--- src/rtl/pipe_stall_ctrl.sv ---
// Central stall/flush scheduler for a 5-stage pipeline: sequences multi-cycle memory
// and MUL/DIV operations and resolves load-use, branch and exception hazards.
module pipe_stall_ctrl #(
    parameter int MEM_WAIT      = 2,
    parameter int MULDIV_CYCLES = 8,
    parameter int CNT_W         = 4
) (
    input  logic       clk,
    input  logic       rst,
    input  logic       id_load_use,
    input  logic       ex_muldiv_start,
    input  logic       ex_branch_taken,
    input  logic       mem_access,
    input  logic       exc_req,
    output logic [4:0] stall,
    output logic [3:0] flush,
    output logic       mem_ready,
    output logic       muldiv_busy,
    output logic       muldiv_done,
    output logic [1:0] ctrl_state
);

    typedef enum logic [1:0] {
        ST_RUN    = 2'b00,
        ST_MEM    = 2'b01,
        ST_MULDIV = 2'b10
    } state_e;

    localparam bit MEM_MULTI = (MEM_WAIT > 0);
    localparam bit MD_MULTI  = (MULDIV_CYCLES > 1);
    localparam logic [CNT_W-1:0] MEM_LOAD = MEM_MULTI ? CNT_W'(MEM_WAIT - 1) : '0;
    localparam logic [CNT_W-1:0] MD_LOAD  = MD_MULTI ? CNT_W'(MULDIV_CYCLES - 2) : '0;

    localparam logic [4:0] STALL_MEM = 5'b01111;
    localparam logic [3:0] FLUSH_MEM = 4'b1000;
    localparam logic [4:0] STALL_MD  = 5'b00111;
    localparam logic [3:0] FLUSH_MD  = 4'b0100;
    localparam logic [3:0] FLUSH_EXC = 4'b0111;

    state_e           state_q, state_d;
    logic [CNT_W-1:0] cnt_q, cnt_d;
    // MUL/DIV countdown parked while a memory access pre-empts it
    logic [CNT_W-1:0] saved_cnt_q, saved_cnt_d;
    logic             resume_q, resume_d;

    logic [4:0] stall_c;
    logic [3:0] flush_c;
    logic       mem_ready_c;
    logic       busy_c;
    logic       done_c;
    logic       ex_eval;

    always_comb begin
        state_d     = state_q;
        cnt_d       = cnt_q;
        saved_cnt_d = saved_cnt_q;
        resume_d    = resume_q;
        stall_c     = '0;
        flush_c     = '0;
        mem_ready_c = 1'b0;
        busy_c      = 1'b0;
        done_c      = 1'b0;
        ex_eval     = 1'b0;

        case (state_q)
            ST_RUN: begin
                if (exc_req) begin
                    flush_c = FLUSH_EXC;
                    cnt_d   = '0;
                end else if (mem_access && MEM_MULTI) begin
                    stall_c = STALL_MEM;
                    flush_c = FLUSH_MEM;
                    cnt_d   = MEM_LOAD;
                    state_d = ST_MEM;
                end else begin
                    mem_ready_c = mem_access;
                    ex_eval     = 1'b1;
                end
            end

            ST_MEM: begin
                if (exc_req) begin
                    flush_c  = FLUSH_EXC;
                    cnt_d    = '0;
                    resume_d = 1'b0;
                    state_d  = ST_RUN;
                end else if (cnt_q != '0) begin
                    stall_c = STALL_MEM;
                    flush_c = FLUSH_MEM;
                    busy_c  = resume_q;
                    cnt_d   = cnt_q - CNT_W'(1);
                end else begin
                    mem_ready_c = 1'b1;
                    state_d     = ST_RUN;
                    if (resume_q) begin
                        // EX still holds the suspended MUL/DIV: keep it held
                        stall_c  = STALL_MD;
                        flush_c  = FLUSH_MD;
                        busy_c   = 1'b1;
                        cnt_d    = saved_cnt_q;
                        resume_d = 1'b0;
                        state_d  = ST_MULDIV;
                    end else begin
                        ex_eval = 1'b1;
                    end
                end
            end

            ST_MULDIV: begin
                if (exc_req) begin
                    flush_c = FLUSH_EXC;
                    cnt_d   = '0;
                    state_d = ST_RUN;
                end else if (mem_access && MEM_MULTI) begin
                    // Memory pre-empts: hold EX_MEM instead of bubbling it, freeze the count
                    stall_c     = STALL_MEM;
                    flush_c     = FLUSH_MEM;
                    busy_c      = 1'b1;
                    saved_cnt_d = cnt_q;
                    resume_d    = 1'b1;
                    cnt_d       = MEM_LOAD;
                    state_d     = ST_MEM;
                end else begin
                    mem_ready_c = mem_access;
                    busy_c      = 1'b1;
                    if (cnt_q != '0) begin
                        stall_c = STALL_MD;
                        flush_c = FLUSH_MD;
                        cnt_d   = cnt_q - CNT_W'(1);
                    end else begin
                        done_c  = 1'b1;
                        state_d = ST_RUN;
                        ex_eval = 1'b1;
                    end
                end
            end

            default: begin
                state_d  = ST_RUN;
                cnt_d    = '0;
                resume_d = 1'b0;
            end
        endcase

        // EX/ID requests, evaluated only when those stages are free to advance
        if (ex_eval) begin
            if (ex_muldiv_start) begin
                if (MD_MULTI) begin
                    stall_c = stall_c | STALL_MD;
                    flush_c = flush_c | FLUSH_MD;
                    busy_c  = 1'b1;
                    cnt_d   = MD_LOAD;
                    state_d = ST_MULDIV;
                end else begin
                    done_c = 1'b1;
                end
            end else begin
                if (ex_branch_taken) begin
                    flush_c[0] = 1'b1;
                end
                if (id_load_use) begin
                    flush_c[1] = 1'b1;
                    if (!ex_branch_taken) begin
                        stall_c = stall_c | 5'b00011;
                    end
                end
            end
        end
    end

    always_ff @(posedge clk or negedge rst) begin
        if (!rst) begin
            state_q     <= ST_RUN;
            cnt_q       <= '0;
            saved_cnt_q <= '0;
            resume_q    <= 1'b0;
        end else begin
            state_q     <= state_d;
            cnt_q       <= cnt_d;
            saved_cnt_q <= saved_cnt_d;
            resume_q    <= resume_d;
        end
    end

    // Flush wins over stall on the same register; everything is forced low in reset
    always_comb begin
        stall       = '0;
        flush       = '0;
        mem_ready   = 1'b0;
        muldiv_busy = 1'b0;
        muldiv_done = 1'b0;
        ctrl_state  = 2'b00;
        if (rst) begin
            stall       = {stall_c[4:1] & ~flush_c, stall_c[0]};
            flush       = flush_c;
            mem_ready   = mem_ready_c;
            muldiv_busy = busy_c;
            muldiv_done = done_c;
            ctrl_state  = state_q;
        end
    end

endmodule
--- config.mk ---
export PLATFORM = sky130hd
export DESIGN_NAME = pipe_stall_ctrl
export DESIGN_NICKNAME = d
export VERILOG_FILES = /design/src/rtl/pipe_stall_ctrl.sv
export SDC_FILE = /design/constraint.sdc
export NUM_CORES = 1
export LEC_CHECK = 0
export CORE_MARGIN = 10
export CORE_UTILIZATION = 45
export DETAILED_ROUTE_END_ITERATION = 7
export GPL_TIMING_DRIVEN = 0
export HOLD_SLACK_MARGIN = 0.02
export PLACE_DENSITY_LB_ADDON = 0.08
export SLEW_MARGIN = 25
export SYNTH_ARGS = -nofsm -noshare
export SYNTH_HDL_FRONTEND = slang
export SYNTH_SLANG_ARGS = --single-unit
--- constraint.sdc ---
create_clock -name clk -period 2.25 [get_ports clk]
set_input_delay 0.45 -clock clk [delete_from_list [all_inputs] [get_ports clk]]
set_output_delay 0.45 -clock clk [all_outputs]
set_load 0.02 [all_outputs]
### Word-level counts from Yosys, hierarchy flattened

Index checks and enable logic that the tools add are counted.
W data, S select, Z words.

* register bits after elaboration: 11
* bits of input ports: 7
* output and inout bits: 14
* logic and storage cells: 97

* $add $sub $neg: 1
* eq/ne operators: 5
* multiplexer cells: 79
* bitwise operators: 4
* reductions and logical operators: 4

Operators by type and width (count)
* $mux W4: 23
* $pmux W4 S3: 3
* $mux W2: 14
* $mux W1: 27
* $mux W3: 7
* $pmux W1 S3: 2
* $pmux W2 S3: 1
* $mux W5: 1
* $and A3 B4 Y4: 1
* $ne A2 B2 Y1 const B: 2
* $not A4 Y4: 1
* $reduce_and A4 Y1: 1
* $reduce_bool A4 Y1: 1
* $sub A4 B1 Y4 const B: 1
* $ne A3 B3 Y1 const B: 1
* $reduce_and A3 Y1: 1
* $eq A2 B1 Y1 const B: 1
* $eq A2 B2 Y1 const B: 1
* $logic_not A2 Y1: 1
* $not A1 Y1: 2
* $pmux W1 S2: 1

### Depth between registers and ports, before layout

Gate-level depths: netlist of run 1.

* depth in word-level cells: 11
* mapped depth: 7
* mapped depth without buffers: 6

### Worst setup path before layout of run 1

No wires, ideal clock.

* kind: register to output
* start point: register state_q[0]
* end point: output port flush[2]
* arrival: 2.061 ns
* path slack: -0.261 ns
* cell stages (with the launch flop): 8
* cell sequence: dfrtp_1 > inv_1 > ha_1 > clkbuf_1 > nor3b_2 > o221ai_1 > nand2b_1 > a21boi_0

* longest elaborated chain between the ends: 5
* elaborated cells between the ends (all ways): 8

RTL lines
* start, declared: RTL line 40 `state_e state_q, state_d;`
* start signal, assigned: RTL line 178 `state_q <= state_d;`
* $eq A2 B2 Y1 (tied with other cells): RTL line 65 `case (state_q)`
* $pmux W4 S3: RTL line 65
* $mux W1: RTL line 147 `if (ex_muldiv_start) begin`
* $mux W3 *: RTL line 146 `if (ex_eval) begin`
* $mux W4 *: RTL line 193 `if (rst) begin`
* end, declared: RTL line 16 `output logic [3:0] flush,`

Mark *: on every way between the ends. The rest lies on a longest branch, timed or not.

### Worst setup path in the final report of run 1

* start point: register cnt_q[1]
* end point: output port stall[2]

* longest elaborated chain between the ends: 10
* elaborated cells between the ends (all ways): 24

RTL lines
* start, declared: RTL line 41 `logic [CNT_W-1:0] cnt_q, cnt_d;`
* start signal, assigned: RTL line 179 `cnt_q <= cnt_d;`
* $reduce_bool A4 Y1 *: RTL line 87, 126
* $mux W4: RTL line 87 `end else if (cnt_q != '0) begin`
* $mux W4: RTL line 82 `if (exc_req) begin`
* $pmux W4 S3: RTL line 65
* $mux W1: RTL line 161 `if (id_load_use) begin`
* $mux W2: RTL line 147
* $mux W3: RTL line 146
* $not A4 Y4: RTL line 194 `stall = {stall_c[4:1] & ~flush_c, stall_c[0]};`
* $and A3 B4 Y4 *: RTL line 194
* $mux W5 *: RTL line 193
* end, declared: RTL line 15 `output logic [4:0] stall,`

Marked as above.

==> metrics.yaml, run 1 <==
status: "complete, but fails checks"
violations: "negative setup slack"
die_x_um: 69.8
synthFlopType: "dfrtp_1"
cts.clk_slew.worst_paths_ns: 0.07
placed_cells: 188
switching_share_pct: 44.8
hold_viol: 0
design_area_mm2: 0.00172
p_comb_share_pct: 77.2
worstPathArrival_ns: 2.14
final_common_cell: "buf_4"
yosysWarnings: 0
syn2layout_area_growth_pct: 54.0
power.internal_mw: 1.09
path_class: "register to primary output"
hold_class: "input pin to asynchronous set/reset pin"
avgSynthCellArea_um2: 7.86
crit_buf_inv: 3
fin_crit_ns: 2.59
worstSkewPairLatency_ns: 0.27
start_util_pct: 48.6
mostFrequentLayoutCells: "buf_4 (27), nor2_1 (11), buf_6 (10), dfrtp_1 (10)"
wl_met3_um: 316
max_freq_mhz: 385
slew_viol_final: 0
crit_slowest_cell: "or4b_4"
synth-seq-cells: 11
htreeDepth: 1
nNetsFinal: 198
diodes: 0
crit_top_cell: "buf_6"
holdWs_ns: 0.0453
pwr_density_cell_mw_per_mm2: 1150
finClkSkew_ns: 0.00284
synth_top_area_share_pct: 24.7
multi_input_area_um2: 941
numPortBuffers: 18
endpoint_kind: "primary output"
placed_cell_area_mm2: 0.00136
drv_cap: 0
cts_inserted_buffers: 3
synth_area_mm2: 0.00112
finalNonFillerCells: 213
wl_met1_um: 1530
grt_pass1_wl_um: 6130
rr_startpoint: "cnt_q[1]"
viasPerCell: 6.09
num_vias: 1298
seq_area_um2: 277
clock_sinks: 11
layout-drive-gt1-share_pct: 44.3
power_switching_mw: 0.889
core_mm2: 0.00230
track_usage_pct: 14.5
cp-start-kind: "register"
fp-row-count: 17
cts_root_buf: "clkbuf_4"
top_layer: "met4"
fin_tns_setup_ns: -1.58
postSynthCellCount: 142
async_flop_share_pct: 100
fillers: 170
synth_fp_nets: 154
first_pass_iters: 4
critPathTopFamily: "simple AND/OR/NAND/NOR gates"
grt.overflow.total: 0
fp.dieH_um: 69.8
dpl.hpwl_um: 2320
synth.largest_area_cell: "dfrtp_1"
max_stage_delay_ns: 0.49
timing.final.ws_setup_ns: -0.345
total_power_mw: 1.98
cp-startpoint: "cnt_q[1]"
grt_pass1_vias: 1204
io_pins: 21
wl_um: 3810
synth.area.top_cells: "dfrtp_1 (25%), ha_1 (5.6%), o21ai_0 (4.9%), a21oi_1 (4.5%), nor2_1 (4.0%)"
p_leak_nw: 0.763
rsz0062_at_grt: "yes"
finalSetupViolCount: 8
clk_path_buf_depth: 2
ant_nets: 0
yosysSeqAreaShare_pct: 24.7
grt_antenna_before_repair: 0
grt_max_degree: 14
wl_met2_um: 1860
pwr-share-clk_pct: 6.8
path_max_fanout: 8
wl_per_cell_um: 17.9
crit_chain: "inv_2 -> ha_4 -> or4b_4 -> a32oi_4 -> buf_6 -> a21o_1 -> a21oi_2 -> buf_6"
drtIter0Drc: 117
fin_crit_sh_pct: 115
cts_tree: "built"
ir_worst_vdd_v: 0.000800
p_seq_share_pct: 16.0
drc: 0
synth_edf_count: 0
yosysUniqueCellTypes: 42
required_ns: 1.80
die-area_mm2: 0.00487
gp_congestion: 0.870
-- cell usage after synthesis (all sizes together) (2+ instances only) --
cell,number
a21boi,5
a21o,2
a21oi,10
a31oi,3
a32oi,3
and2,4
and3,3
buf,6
clkbuf,5
dfrtp,11
ha,5
inv,9
mux2,2
nand2,9
nand2b,6
nand3,3
nand3b,3
nor2,12
nor2b,5
nor3,2
nor3b,3
o21a,2
o21ai,12
o31ai,2
or4b,2
-- power groups by stage --
stage	clock network [mW]	registers, mW	logic (mW)
floorplan	0	0.299	0.717
global placement	0	0.307	0.957
detailed placement	0	0.310	0.977
CTS	0.138	0.308	1.29
global route	0.153	0.323	1.63
finish	0.135	0.317	1.53
-- per-stage QoR --
stage / util (%) / setup WS (ns)
final: 74.8 / -0.345
after global routing: 74.8 / -0.417
after CTS: 69.6 / -0.300
after detailed placement: 59.1 / -1.06
after global placement: 59.1 / -0.950
after floorplan: - / 0.00538
-- worst paths after layout --
path | endpoint | slack, ns | cells after the start
min in group clk | saved_cnt_q[0] | 0.51 | 2
worst min-delay path | cnt_q[1] | 0.05 | 1
worst min register to register | saved_cnt_q[0] | 0.51 | 2
worst max register to register | cnt_q[1] | 0.19 | 8
worst max-delay path | stall[2] | -0.34 | 8
max in group asynchronous | state_q[0] | 2.02 | 1
-- state kept, by name (all words and copies together), names as in the netlist --
name	count
cnt_q	4
saved_cnt_q	4
state_q	2
resume_q	1
-- metal layers --
metal  track usage, %  vias to the layer above
met4             3.70                        0
met5                0                        -
met2             24.4                       80
met1             18.2                      605
li1                 -                      594
met3             3.00                       19
-- what timing repair did --
action / 4_1_cts / 5_1_grt
buffers inserted: 13 / 10
pin swaps: 12 / 4
endpoints found under the setup margin: 13 / 13
hold endpoints to repair: 0 / 0
gates resized for setup: 93 / 20
hold buffers: 0 / 0
-- logic make-up after synthesis --
kind of cell / Yosys count / synth area share [%]
AND/OR/NAND/NOR: 56 / 29.4
AO/OA/AOI/OAI: 47 / 29.3
buffers and inverters: 20 / 8.74
flip-flops: 11 / 24.7
adder cells (fa/ha/maj): 5 / 5.61
multiplexers: 2 / 2.02
other: 1 / 0.336
-- layout make-up --
class	count	share of cell area, %
Inverter	9	1.97
Clock buffer	4	1.53
Tap cell	28	2.04
Buffer	9	3.71
Sequential cell	11	16.1
Multi-Input combinational cell	111	54.7
Timing Repair Buffer	41	19.9
Power figures use the tool's default switching activity.
==> run 2, diff against run 1 <==
Settings changed: SLEW_MARGIN 25 to 20.
==> results of run 2 <==
The final DEF is identical to that of run 1; final timing and power are the same.
==> RTL change, RTL diff (settings of run 1) <==
`CNT_W`: 4 -> 6.
--- a/src/rtl/pipe_stall_ctrl.sv
+++ b/src/rtl/pipe_stall_ctrl.sv
@@ -3,7 +3,7 @@
 module pipe_stall_ctrl #(
     parameter int MEM_WAIT      = 2,
     parameter int MULDIV_CYCLES = 8,
-    parameter int CNT_W         = 4
+    parameter int CNT_W         = 6
 ) (
     input  logic       clk,
     input  logic       rst,
Behaviour: same outputs for any inputs over 10 cycles, from zero or initial values and one cycle with rst low; that may be too few to reach the edited logic, so the function may still have changed.
==> RTL change against run 1 <==
- the flow still finishes with violations (setup timing)
- non-clock buffer count down 2
- sequential power up 32%
- setup slack worse by 0.27 ns
- die area up 5.6%
- cell area up 7.9%
- synthesized area up 7.8%
- total power up 7.6%
- sequential share of layout area up 4.1 points
- critical path depth up 1
- routed wire length up 0.84%
- sequential cell count up 4
- count of clock-buffer cells in the layout down 1
- largest power group unchanged
==> RTL change: results <==
run_status:
  status: "finished with violations"
  violations: "setup timing"
global_routing:
  use_met3: 0.03306
  antenna_found_initial: 0
  use_met2: 0.2569
  grt_pass1_wl_mm: 6.265
  grt_util_met1: 0.1742
  track_usage: 0.1475
  grt_max_degree: 25
logic_synthesis:
  async_reset_ff_frac: 1.000
  synth.distinct_cells: 46
  syn_inst: 145
  synth_top_cells_by_area: "dfrtp_1, ha_1, a21oi_1"
  synth_flop_cell: "dfrtp_1"
  ys_seq_area_frac: 0.3119
  synth_nets: 157
  synth.top_cells.by_count: "dfrtp_1, a21oi_1, nand2_1"
flow_run:
  cap_violations: 0
cells_and_area:
  antenna_cells: 0
  top_regs: "cnt_q x6, saved_cnt_q x6, state_q x2"
  drive_above_1_share: 0.4474
  n_fill_cell: 193
  nNetsFinal: 203
placement:
  numPlacedInstances: 194
  dp_hpwl_mm: 2.524
  portBuffers: 19
  place.gp.congestion: 0.9185
  place_ws_ns: -1.238
hold_path:
  hold_class: "primary input to asynchronous set/reset pin"
critical_path:
  arrival_ns: 2.42
  reg2reg_to: "cnt_q[1]"
  reg2reg_slack_ns: -0.17
  path_max_fanout: 5
  worst_r2r_path_depth: 11
  startpoint: "cnt_q[0]"
  endpoint: "stall[2]"
  r2r_start: "cnt_q[0]"
sta:
  hold_slack_ns: 0.1124
  fin_skew_ns: 0.005279
  max_slew_margin: 0.6595
  finalSetupViolCount: 13
  setup_tns_ns: -5.639
  layout_setup_ws_ns: -0.6176
clocking:
  clk_latency_ns: 0.29
  htreeDepth: 1
  clk_pin_slew_ns: 0.10
  ctsRootBufferMaster: "clkbuf_4"
  cts_buffers: 3
power:
  leakagePower_uw: 0.0008195
  ir_worst_vdd_uv: 763.9
drt:
  first_iter_violations: 96
  wl_met3_um: 294
  wl_met2_mm: 1.881
  wl_mm: 3.841
  vias_per_cell: 5.832
  routedLengthMet1_mm: 1.626
  vias: 1283
  drt_pre_antenna_iters: 4
## RTL change: cell count changes after synthesis, sizes merged, moves of 3 or more
cell	delta
a21boi	-4
dfrtp	+4
nor3	+4
clkbuf	-3
or2	+3
## RTL change: worst max-delay path, cell delays in order (launching register included)
cell and delay (ns):
dfrtp_1 0.42, inv_2 0.09, ha_4 0.12, or3b_1 0.36
buf_6 0.15, or2_4 0.26, o31ai_4 0.32, o21ai_1 0.10
and3_4 0.20, buf_6 0.12
## RTL change: final cells by class
class / count / area (µm²) / share of cell area
multi-input cells: 115 / 960.9 / 0.5179
repair buffers: 42 / 385.4 / 0.2077
flip-flops and latches: 15 / 375.4 / 0.2023
plain buffers: 6 / 38.79 / 0.02090
well taps: 30 / 37.54 / 0.02023
inverters: 8 / 30.03 / 0.01618
clock buffers: 3 / 22.52 / 0.01214
clock inverters: 1 / 5.005 / 0.002697
## RTL change: kinds of logic (layout without fill, tap and decap cells)
family                     count (synthesis)  after routing  synth area share
other                                      1              1          0.003116
xor gates and xnor gates                   2              2           0.01456
buffers and inverters                     15             60           0.05821
adders and majority gates                  5              5           0.05198
DFF                                       15             15            0.3119
and+or+nand+nor                           56             56            0.2474
muxes                                      4              4           0.03742
AOI/OAI and AO/OA                         47             47            0.2755
## RTL change: report_power, final
group	internal (µW)	switching (µW)
clock	66.1	91.5
combinational	757	803
sequential	343	73.6
## RTL change: metrics by stage
step	power, µW	cell area (µm²)
detailed placement	1500	1508
global route	2265	1856
global placement	1464	1508
CTS	1935	1742
floorplan	1195	1280
finish	2135	1856
## RTL change: what timing repair did
action | 4_1_cts | 5_1_grt
endpoints found under the setup margin | 18 | 21
setup buffers | 15 | 8
pin swaps | 9 | 9
hold buffers | 0 | 0
gates resized for setup | 81 | 21
